## config.mk

```make
export PLATFORM = sky130hd
export DESIGN_NAME = quad_decoder
export DESIGN_NICKNAME = d
export VERILOG_FILES = /design/src/rtl/quad_pkg.sv /design/src/rtl/quad_input_filter.sv /design/src/rtl/quad_decoder.sv
export SDC_FILE = /design/constraint.sdc
export NUM_CORES = 1
export LEC_CHECK = 0
export ABC_CLOCK_PERIOD_IN_PS = 7100
export BUFFER_PORTS_ARGS = -buffer_cell sky130_fd_sc_hd__buf_2
export CAP_MARGIN = 10
export CELL_PAD_IN_SITES_DETAIL_PLACEMENT = 0
export CELL_PAD_IN_SITES_GLOBAL_PLACEMENT = 1
export CORE_ASPECT_RATIO = 0.5
export CORE_MARGIN = 2
export CORE_UTILIZATION = 25
export DETAILED_ROUTE_END_ITERATION = 10
export HOLD_SLACK_MARGIN = 0.12
export PLACE_DENSITY = 0.6
export SETUP_SLACK_MARGIN = 0.15
export SKIP_CTS_REPAIR_TIMING = 1
export SYNTH_ARGS = -nofsm -noshare
export SYNTH_HDL_FRONTEND = slang
export SYNTH_SLANG_ARGS = --single-unit
export TNS_END_PERCENT = 20
```

## constraint.sdc

```tcl
create_clock -name clk -period 7.1 [get_ports clk]
set_input_delay 1.42 -clock clk [delete_from_list [all_inputs] [get_ports clk]]
set_output_delay 1.42 -clock clk [all_outputs]
set_load 0.01 [all_outputs]
```

## src/rtl/quad_pkg.sv

```systemverilog
// Shared types and phase helpers for the quadrature decoder.
// Phases are encoded as {A,B}; the up direction walks 00->10->11->01->00.
package quad_pkg;

    localparam logic [1:0] PH_00 = 2'b00;
    localparam logic [1:0] PH_10 = 2'b10;
    localparam logic [1:0] PH_11 = 2'b11;
    localparam logic [1:0] PH_01 = 2'b01;

    typedef enum logic {INIT, RUN} state_t;

    function automatic logic [1:0] next_up_phase(input logic [1:0] ph);
        logic [1:0] nxt;
        nxt = PH_10;
        case (ph)
            PH_00:   nxt = PH_10;
            PH_10:   nxt = PH_11;
            PH_11:   nxt = PH_01;
            PH_01:   nxt = PH_00;
            default: nxt = PH_10;
        endcase
        return nxt;
    endfunction

endpackage

```

## src/rtl/quad_input_filter.sv

```systemverilog
// One encoder channel: 2-flop synchroniser followed by a glitch filter.
// The filtered bit only moves after FILT_LEN consecutive differing samples.
module quad_input_filter #(
    parameter int FILT_LEN = 3
) (
    input  logic clk,
    input  logic reset,
    input  logic raw,
    output logic filt
);

    logic       sync1;
    logic       sync2;
    logic [3:0] run_cnt;

    always_ff @(posedge clk or posedge reset) begin
        if (reset) begin
            sync1   <= 1'b0;
            sync2   <= 1'b0;
            filt    <= 1'b0;
            run_cnt <= '0;
        end else begin
            sync1 <= raw;
            sync2 <= sync1;
            // Any agreeing sample restarts the run, so a glitch never accumulates.
            if (sync2 == filt) begin
                run_cnt <= '0;
            end else if (run_cnt == 4'(FILT_LEN - 1)) begin
                filt    <= sync2;
                run_cnt <= '0;
            end else begin
                run_cnt <= run_cnt + 4'd1;
            end
        end
    end

endmodule

```

## src/rtl/quad_decoder.sv

```systemverilog
// x4 quadrature decoder: filtered A/B phases drive a wrapping position count,
// a direction flag and a saturating count of illegal double-bit transitions.
module quad_decoder
    import quad_pkg::*;
#(
    parameter int CNT_W    = 16,
    parameter int FILT_LEN = 3,
    parameter int ERR_W    = 8
) (
    input  logic             clk,
    input  logic             reset,
    input  logic             quad_a,
    input  logic             quad_b,
    input  logic             clear,
    output logic [CNT_W-1:0] count,
    output logic             dir,
    output logic             step,
    output logic             err,
    output logic [ERR_W-1:0] err_cnt
);

    // Covers the filter pipeline so a power-up level (e.g. 11) lands in prev
    // before any comparison is made.
    localparam int ARM_LEN = FILT_LEN + 2;

    logic       filt_a;
    logic       filt_b;
    logic [1:0] cur;
    logic [1:0] prev;
    logic [4:0] arm_cnt;
    state_t     state;
    state_t     state_nxt;
    logic       up;
    logic       down;
    logic       bad;

    quad_input_filter #(.FILT_LEN(FILT_LEN)) u_filt_a (
        .clk   (clk),
        .reset (reset),
        .raw   (quad_a),
        .filt  (filt_a)
    );

    quad_input_filter #(.FILT_LEN(FILT_LEN)) u_filt_b (
        .clk   (clk),
        .reset (reset),
        .raw   (quad_b),
        .filt  (filt_b)
    );

    assign cur = {filt_a, filt_b};

    always_ff @(posedge clk or posedge reset) begin
        if (reset) begin
            state   <= INIT;
            arm_cnt <= '0;
            prev    <= PH_00;
        end else begin
            state <= state_nxt;
            prev  <= cur;
            if (state == INIT && arm_cnt != 5'(ARM_LEN))
                arm_cnt <= arm_cnt + 5'd1;
        end
    end

    always_comb begin
        state_nxt = state;
        up        = 1'b0;
        down      = 1'b0;
        bad       = 1'b0;
        case (state)
            INIT: begin
                if (arm_cnt == 5'(ARM_LEN))
                    state_nxt = RUN;
            end
            RUN: begin
                if (cur != prev) begin
                    if (cur == next_up_phase(prev))
                        up = 1'b1;
                    else if (prev == next_up_phase(cur))
                        down = 1'b1;
                    else
                        bad = 1'b1;
                end
            end
            default: state_nxt = INIT;
        endcase
    end

    always_ff @(posedge clk or posedge reset) begin
        if (reset) begin
            count   <= '0;
            dir     <= 1'b0;
            step    <= 1'b0;
            err     <= 1'b0;
            err_cnt <= '0;
        end else begin
            step <= up | down;
            err  <= bad;
            if (up | down)
                dir <= up;
            // clear wins over the decode, but pulses and dir still report it.
            if (clear)
                count <= '0;
            else if (up)
                count <= count + 1'b1;
            else if (down)
                count <= count - 1'b1;
            if (clear)
                err_cnt <= '0;
            else if (bad && err_cnt != '1)
                err_cnt <= err_cnt + 1'b1;
        end
    end

endmodule
```

## Word level (Yosys, flattened, before mapping)

Index checks and enable logic that the tools add are counted.

| operators by class | value |
|---|---|
| $lt $le $gt $ge | 0 |
| divide/modulo/power cells | 0 |
| reductions and logical operators | 8 |
| multipliers | 0 |
| $add $sub $neg | 6 |
| muxes and demuxes | 29 |
| equal/unequal tests | 16 |
| bitwise gates (word level) | 4 |
| shift operators | 0 |

Operators by type and width:

| operator | number |
|---|---|
| $mux W16 | 3 |
| $add A16 B1 Y16 const B | 1 |
| $mux W4 | 4 |
| $mux W8 | 2 |
| $pmux W2 S4 | 2 |
| $sub A16 B1 Y16 const B | 1 |
| $mux W1 | 13 |
| $mux W2 | 5 |
| $add A4 B1 Y4 const B | 2 |
| $add A8 B1 Y8 const B | 1 |
| $eq A2 B2 Y1 const B | 4 |
| $eq A4 B2 Y1 const B | 2 |
| $ne A8 B8 Y1 const B | 1 |
| $add A5 B1 Y5 const B | 1 |
| $eq A5 B3 Y1 const B | 1 |
| $ne A5 B3 Y1 const B | 1 |
| $eq A2 B1 Y1 const B | 2 |
| $eq A2 B2 Y1 | 2 |
| $logic_not A2 Y1 | 2 |
| $reduce_and A2 Y1 | 2 |
| $not A1 Y1 | 3 |
| $reduce_bool A3 Y1 | 1 |
| $eq A1 B1 Y1 | 2 |
| $logic_and A1 B1 Y1 | 2 |
| other kinds (3) | 3 |

| storage, ports and cells | value |
|---|---|
| register bits after elaboration | 49 |
| memory bits (writable) | 0 |
| latch bits | 0 |
| memories | 0 |
| output and inout port bits | 27 |
| ROM bits | 0 |
| logic and storage cells | 79 |

## Depth between registers and ports, before layout

Gate-level depths: netlist (run 1).

| depth | value |
|---|---|
| depth after elaboration | 16 |
| depth in mapped cells | 10 |

## Modules after synthesis

From an unflattened synthesis (run 1), not the netlist that was laid out.

| unflattened totals | value |
|---|---|
| cells, all modules | 279 |
| area, all modules | 2786.4 um^2 |

By module, submodules not included:

| module | area each (um^2) | instances | cells each |
|---|---|---|---|
| quad_decoder | 2228.4 | 1 | 235 |
| quad_input_filter | 279.0 | 2 | 22 |

## Worst setup path before layout (run 1)

OpenSTA, ideal clock, no wires.

| timing | value |
|---|---|
| kind | register -> register |
| start point | reg u_filt_a.filt |
| end point | reg count[13] |
| path slack | 4203 ps |
| arrival | 2773 ps |
| library setup time | 124 ps |
| cell stages (with the launch flop) | 11 |
| period minus slack after synthesis | 2897 ps |
| cell sequence | dfrtp_1 -> xor2_1 -> or3b_1 -> buf_2 -> ha_1 -> and3_1 -> a221oi_1 -> o21bai_2 -> a21oi_1 -> nor4_1 -> a211o_1 |

| on the way | value |
|---|---|
| cells in the longest elaborated chain, start to end | 11 |
| elaborated cells on any way between the ends | 21 |
| those cells by class | eq/ne: 6; mux: 13; reduce/logical: 2 |

Ends and longest elaborated chain:

| element | RTL line | RTL |
|---|---|---|
| start, declared | quad_input_filter.sv:9 | `output logic filt` |
| start signal, assigned | quad_input_filter.sv:29 | `filt <= sync2;` |
| $eq A2 B1 Y1 (tied with other cells) | quad_pkg.sv:15 | `case (ph)` |
| $pmux W2 S4 | quad_pkg.sv:15 |  |
| $mux W2 | quad_decoder.sv:78 | `if (cur == next_up_phase(prev))` |
| $mux W2 | quad_decoder.sv:77 | `if (cur != prev) begin` |
| $mux W2 | quad_decoder.sv:71 | `case (state)` |
| $eq A2 B2 Y1 | quad_decoder.sv:80 | `else if (prev == next_up_phase(cur))` |
| $mux W1 | quad_decoder.sv:80 |  |
| $mux W1 | quad_decoder.sv:78 |  |
| $mux W1 | quad_decoder.sv:77 |  |
| $mux W1 | quad_decoder.sv:71 |  |
| $reduce_bool A3 Y1 (no line) | -- |  |
| end signal, assigned | quad_decoder.sv:106 | `count <= count + 1'b1;` |
| end signal, assigned | quad_decoder.sv:108 | `count <= count - 1'b1;` |
| end, declared | quad_decoder.sv:15 | `output logic [CNT_W-1:0] count,` |

Several ways; a longest one is shown, not always the timed one. The select of a mux whose other input is x is not followed.
A chain may end at the register's enable or synchronous reset.

## Final worst setup path (run 1)

| timing | value |
|---|---|
| start point | reg u_filt_a.filt |
| end point | reg count[11] |

The elaborated chain is that of the path after synthesis.

==> results.md, run 1 <==
- Status: complete, no violations
- Num Clock Sinks: between 40 and 50
- Reg-to-Reg Start: u_filt_a.filt
- Max Clock Skew: roughly 0.0095 ns
- Post-synthesis simple-gate area fraction: roughly 18%
- Fillers: roughly 1200
- Initial Utilization: 25.5%
- Tcrit/Tclk final: about half
- CTS Buf Count: 5
- End of the worst hold path: u_filt_b.sync2
- Syn Nets: about 310
- CTS tree: yes
- Vias per cell: approximately 4.6
- Mapped Avg Cell Area: about 10 um2
- Synth Area in Adders: between 10% and 20%
- Slew @ Worst Pin: approximately 0.83 ns
- Global placement routability congestion: roughly 0.75
- Gr ovfl total: 0
- Max cap viols: 0
- Register area: 1230 um2
- Share of layout cells above drive strength 1: between 10% and 20%
- Worst-skew pair later-pin latency: 0.29 ns
- Slew Viols, Final: 0
- Post-synth EDFFs: 0
- First-pass GRT wire length: approximately 10 mm
- Number of global-route vias before repair: ~2200
- HP Class: register to register
- Final setup fails: 0
- Fmax: 288 MHz
- H-tree Lvls: 2
- Clock slew at reported path FFs: 0.07 ns
- Die ar.: between 10000 and 15000 um2
- Largest net degree at the start of global routing: 50
- CP Launch Type: register
- Post-synthesis cell area: ~2800 um2
- N_diodes: 0
- Hold_sp: u_filt_b.sync1
- Multiplexer share of the synthesized area: under 10%
- Io pins: 32
- Core Region: ~11000 um2
- Critical path data arrival time: 3.66 ns
- Final hold violations: 0
- Wire per inst: approximately 13 um
- Clk buf depth: 2
- Reg2reg path depth: 9
- Xor/xnor share of the synthesized area: 9.73%
- Final min period: 3.47 ns
- Die width: between 150 and 200 um
- Most frequent cells in the layout: 49 x dfrtp_1, 31 x buf_2, 29 x nand2_1
- Compound-gate portion of the synthesized area: a little over an eighth
- 1st-iter DRT viols: around 130
- All-layer global routing usage: slightly above 10%
- Hold Path Stages: 0
- Routed WL: 5.94 mm
- Routed via count: between 2000 and 2500
- Ys Warns: 0
- Synth Instances: around 280
- Main combinational cell family by area after synthesis: simple AND/OR/NAND/NOR gates
- Dpl hpwl: roughly 4.1 mm
- Worst Setup Path Type: register to register
- DRC violations left: 0
- Root Buffer: clkbuf_16
- Reg-to-reg critical path endpoint: count[11]
- Worst R2R Setup Slack: around 3.6 ns
- Synth Register Bits: between 40 and 50
- Relative slew slack: between 40 and 50%
- Critical path fanouts, max: 23
- Post-route ant nets: 0
- TritonRoute pass-1 iters: 4
- Initial antenna violation count: 0
- Sequential share of the synthesized area: 43.9%
- Number of distinct library cells after synthesis: 48
- Height of the die: 78.7 um
- Main synth FF type: dfrtp_1
- RSZ-0062 raised after global routing: false
- Buffers added on ports: 31
- Setup crit end kind: register
- Area grow syn2layout: 17.7%
- Area of the multi-input gates: ~1500 um2
- Commonest non-fill, non-tap cell in the layout: dfrtp_1
- Worst path required time: 7.28 ns
- Async S/R FF share, synth: 100%
- Row count: 27
- Final nets: 341
- Fin Setup TNS: 0 ns
-- sequential cells by signal, summed over array words and instances, names as in the netlist, 2 cells and up --
register / count
count: 16
err_cnt: 8
arm_cnt: 5
u_filt_a.run_cnt: 4
u_filt_b.run_cnt: 4
prev: 2
-- Yosys cell counts (2+ instances only) --
| master | number | area share, % |
|---|---|---|
| dfrtp_1 | 49 | 44 |
| nand2_1 | 29 | 3.9 |
| nor2_1 | 26 | 3.5 |
| ha_1 | 23 | 10 |
| a21oi_1 | 22 | 3.9 |
| xor2_1 | 17 | 5.3 |
| xnor2_1 | 14 | 4.4 |
| a21o_1 | 9 | 2.4 |
| inv_1 | 8 | 1.1 |
| nand4_1 | 8 | 1.8 |
| nor3b_1 | 8 | 2.2 |
| nand3_1 | 7 | 1.3 |
| o21ai_0 | 5 | 0.90 |
| clkbuf_1 | 4 | 0.54 |
| and3_1 | 3 | 0.67 |
| inv_2 | 3 | 0.40 |
| nand3b_1 | 3 | 0.81 |
| nor3_1 | 3 | 0.54 |
| o21ai_1 | 3 | 0.54 |
| a211o_1 | 2 | 0.63 |
| a31oi_1 | 2 | 0.45 |
| mux2_1 | 2 | 0.81 |
| mux2i_1 | 2 | 0.72 |
| nor4_1 | 2 | 0.45 |
| o211a_1 | 2 | 0.72 |
-- cell type report --
cell class                      count  area share [%]
Clock buffer                        6            4.23
Tap cell                          145            5.52
Clock inverter                      2            1.14
Multi-Input combinational cell    213            45.6
Inverter                           11            1.26
Timing Repair Buffer               32            4.95
Sequential cell                    49            37.3
-- worst max-delay path by stage --
stage,from,to,slack [ns]
detailed placement,u_filt_a.filt,count[11],3.60
CTS,u_filt_a.filt,count[11],3.57
finish,u_filt_a.filt,count[11],3.63
floorplan,u_filt_a.filt,count[13],4.20
global placement,u_filt_a.filt,count[13],3.72
global route,u_filt_a.filt,count[11],3.28
-- per-layer routing --
metal / wire length [um] / up-vias / global-route usage (%)
met1: 2980 / 1029 / 13.4
met5: 0 / - / 0
li1: - / 1046 / -
met3: 80 / 6 / 1.64
met2: 2810 / 18 / 17.9
met4: 68 / 0 / 3.58
-- stage by stage --
| stage | cells | hold slack (ns) | area, um2 | setup slack (ns) | utilization, % |
|---|---|---|---|---|---|
| after floorplan | 279 | 0.331 | 2790 | 4.20 | - |
| after global placement | 450 | 0.338 | 3110 | 3.72 | 28.4 |
| after detailed placement | 450 | 0.336 | 3110 | 3.60 | 28.4 |
| after CTS | 458 | 0.352 | 3280 | 3.57 | 30.0 |
| after global routing | 458 | 0.363 | 3280 | 3.28 | 30.0 |
| final | 458 | 0.351 | 3280 | 3.63 | 30.0 |
-- logic make-up after synthesis --
| group | Yosys count |
|---|---|
| AO/OA/AOI/OAI | 55 |
| XOR/XNOR | 31 |
| adder cells (fa/ha/maj) | 24 |
| buffers and inverters | 17 |
| flip-flops | 49 |
| multiplexers | 4 |
| AND/OR/NAND/NOR | 99 |
-- worst max-delay path: stages, from the launching register on --
cell	delay, ns
dfrtp_1	0.44
xor2_1	0.24
or3b_1	0.74
ha_1	0.47
a21o_1	0.19
a221oi_1	0.55
o21bai_2	0.19
a21boi_2	0.25
mux2i_1	0.21
nand2_1	0.07
Power of run 1 is left out: the tool's default activity adds up to more than one toggle a clock period on the data nets, which glitch-free logic cannot reach.
==> run 2: changes to the inputs <==
- ABC_AREA: unset -> 1
- ABC_CLOCK_PERIOD_IN_PS: 7100 -> 3100
- PLACE_DENSITY: 0.6 -> 0.64
- clock period: 7.1 -> 3.1 ns (I/O delays scaled with it)
==> results.md, run 2 <==
- Wire per inst: 11.2 um
- CTS tree: yes
- Clock slew at reported path FFs: 0.07 ns
- First-pass GRT wire length: 11.5 mm
- Buffers added on ports: 31
- Reg-to-reg critical path endpoint: count[13]
- Synth Instances: 400
- Syn Nets: around 430
- Buf+Inv Stages, Crit Path: 2
- Main synth FF type: dfrtp_1
- Worst Setup Path Type: register to register
- Main combinational cell family by area after synthesis: simple AND/OR/NAND/NOR gates
- Clk buf depth: 2
- Share of layout cells above drive strength 1: around an eighth
- Gr ovfl total: 0
- Top sig layer: met4
- Height of the die: slightly above 80 um
- Worst path top cell family by delay: simple AND/OR/NAND/NOR gates
- Root Buffer: clkbuf_16
- Number of distinct library cells after synthesis: 29
- Dpl hpwl: about 5.1 mm
- Synth area leader: dfrtp_1
- Post-synthesis simple-gate area fraction: about a third
- Fin Setup TNS: 0 ns
- Post-synth top area share: between 40% and 50%
- Met3 wire length: 153 um
- Vias per cell: between 4 and 5
- Setup crit end kind: register
- Area grow syn2layout: 16.8%
- All-layer global routing usage: 11.0%
- Relative slew slack: roughly 57%
- CTS Buf Count: 5
- Ys Warns: 0
- HP Class: register to register
- Largest net degree at the start of global routing: 31
- Final min period: about 2.5 ns
- Max Clock Skew: around 0.01 ns
- Placed insts: ~600
- Met2 wire len: 2.98 mm
- Fillers: 1329
- Multiplexer share of the synthesized area: 0%
- Slew Viols, Final: 0
- Routed WL: 6.78 mm
- Io pins: 32
- Wl on met1: 3.58 mm
- Synth cell count leaders: 139 x nand2_1, 52 x inv_1, 49 x dfrtp_1, 34 x nor2_1, 30 x nand3_1
- Mapped Avg Cell Area: between 7 and 8 um2
- Finished Layout Cells: between 600 and 700
- Leak Pwr: 1.91 nW
- Num Clock Sinks: between 40 and 50
- Routed via count: roughly 2500
- Critical path data arrival time: between 2 and 3 ns
- Fmax: ~400 MHz
- Commonest non-fill, non-tap cell in the layout: nand2_1
- Post-synth EDFFs: 0
- Worst-path cell chain: inv_1 -> nand2_1 -> nand2_1 -> nand3_2 -> buf_4 -> ha_1 -> nand2_1 -> nor2_1 -> and2_1 -> nand2_1 -> nand2_1 -> nand2_1 -> nand3_1 -> nand2_1
- Finished layout cell area: between 3000 and 4000 um2
- Die ar.: roughly 13000 um2
- Worst R2R Setup Slack: between 0.5 and 0.6 ns
- Status: complete, no violations
- Post-placement cell area: roughly 3400 um2
- Most frequent cells in the layout: 139 x nand2_1, 51 x inv_1, 49 x dfrtp_1
- Pwr/cell area: 1120 nW/um2
- Initial Utilization: between 20 and 30%
- CP Launch Type: register
- Row count: 28
- Die width: about 160 um
- Xor/xnor share of the synthesized area: slightly above 4%
- Max cap viols: 0
- DRC violations left: 0
- Critical path fanouts, max: 12
- Tcrit/Tclk final: just over 80%
- Slowest cell delay on critical path: around 0.44 ns
- Most instantiated library cell after synthesis: nand2_1
- Number of global-route vias before repair: about 2300
- Final nets: 468
- Final setup fails: 0
- Synth Area in Adders: between 10 and 15%
- Hold_sp: u_filt_b.sync1
- Initial antenna violation count: 0
- Post-route ant nets: 0
- Most frequent CP cell: nand2_1
- VDD IR max: 0.268 mV
- H-tree Lvls: 2
- Synth Register Bits: 49
- Crit-path slowest cell: dfrtp_1
- Worst-skew pair later-pin latency: roughly 0.3 ns
- TritonRoute pass-1 iters: 6
- 1st-iter DRT viols: between 100 and 150
- Async S/R FF share, synth: 100%
- Number of flip-flops in the largest register: 16
- Most flops, register: count
- End of the worst hold path: u_filt_b.sync2
- Reg2reg path depth: 14
- Reg-to-Reg Start: u_filt_a.filt
- Post-synthesis cell area: between 3000 and 4000 um2
- Global placement routability congestion: 0.798
- Compound-gate portion of the synthesized area: 5.23%
- Final hold violations: 0
- Worst path required time: 3.28 ns
- Top cells by area, synth: dfrtp_1 40%, nand2_1 17%, ha_1 9.5%
- N_diodes: 0
- Core Region: 11800 um2
- Total power: about 4 mW
- Hold Path Stages: 0
- Slew @ Worst Pin: 0.648 ns
- Regs by FF count: count (16), err_cnt (8), arm_cnt (5)
- Sequential share of the synthesized area: 40.4%
- RSZ-0062 raised after global routing: false
[run 2: cell count changes after synthesis, sizes merged, moves of 11 or more]
cell | before | now
nor2 | 26 | 37
inv | 11 | 54
a21oi | 22 | 11
nand2 | 29 | 143
xor2 | 17 | 5
nand3 | 8 | 32
[run 2: routing by layer]
| layer | vias up | GRT usage [%] |
|---|---|---|
| li1 | 1339 | - |
| met1 | 1104 | 15.2 |
| met2 | 20 | 18.1 |
| met3 | 6 | 2.32 |
| met4 | 0 | 2.43 |
| met5 | - | 0 |
[run 2: power breakdown]
| group | leakage, nW | total, mW | switching (mW) | internal (mW) |
|---|---|---|---|---|
| Sequential | 0.630 | 0.943 | 0.141 | 0.802 |
| Combinational | 1.21 | 2.46 | 1.59 | 0.873 |
| Clock | 0.0659 | 0.551 | 0.254 | 0.297 |
| Total | 1.91 | 3.95 | 1.98 | 1.97 |
[run 2: logic make-up (layout without fill, tap and decap cells)]
group | Yosys count | count (layout)
compound gates | 29 | 29
buf+inv | 57 | 96
flops | 49 | 49
xor+xnor | 14 | 14
simple gates | 227 | 227
fa+ha+maj | 24 | 24
[run 2: final cells by class]
class | count | area, um2 | area share [%]
Multi-Input combinational cell | 294 | 1590 | 44.8
Sequential cell | 49 | 1230 | 34.6
Inverter | 55 | 206 | 5.82
Tap cell | 165 | 206 | 5.82
Timing Repair Buffer | 34 | 178 | 5.01
Clock buffer | 5 | 125 | 3.53
Clock inverter | 2 | 16.3 | 0.459
[run 2: worst max path at each step]
| stage | startpoint | cells past startpoint | endpoint | slack [ns] |
|---|---|---|---|---|
| final | u_filt_a.filt | 14 | count[13] | 0.56 |
| after global routing | u_filt_a.filt | 14 | count[13] | 0.30 |
| after CTS | u_filt_a.filt | 14 | count[15] | 0.55 |
| after detailed placement | u_filt_a.filt | 14 | count[15] | 0.57 |
| after global placement | u_filt_a.filt | 14 | count[15] | 0.60 |
| after floorplan | u_filt_a.filt | 12 | count[15] | 0.85 |
[run 2: per-stage QoR]
step | hold WS [ns] | setup WS (ns) | utilization [%]
2_1_floorplan | 0.331 | 0.854 | -
3_3_place_gp | 0.338 | 0.595 | 28.7
3_5_place_dp | 0.343 | 0.571 | 28.7
4_1_cts | 0.358 | 0.551 | 29.9
5_1_grt | 0.360 | 0.304 | 29.9
6_report | 0.355 | 0.557 | 29.9
(Power assumes the default switching activity.)
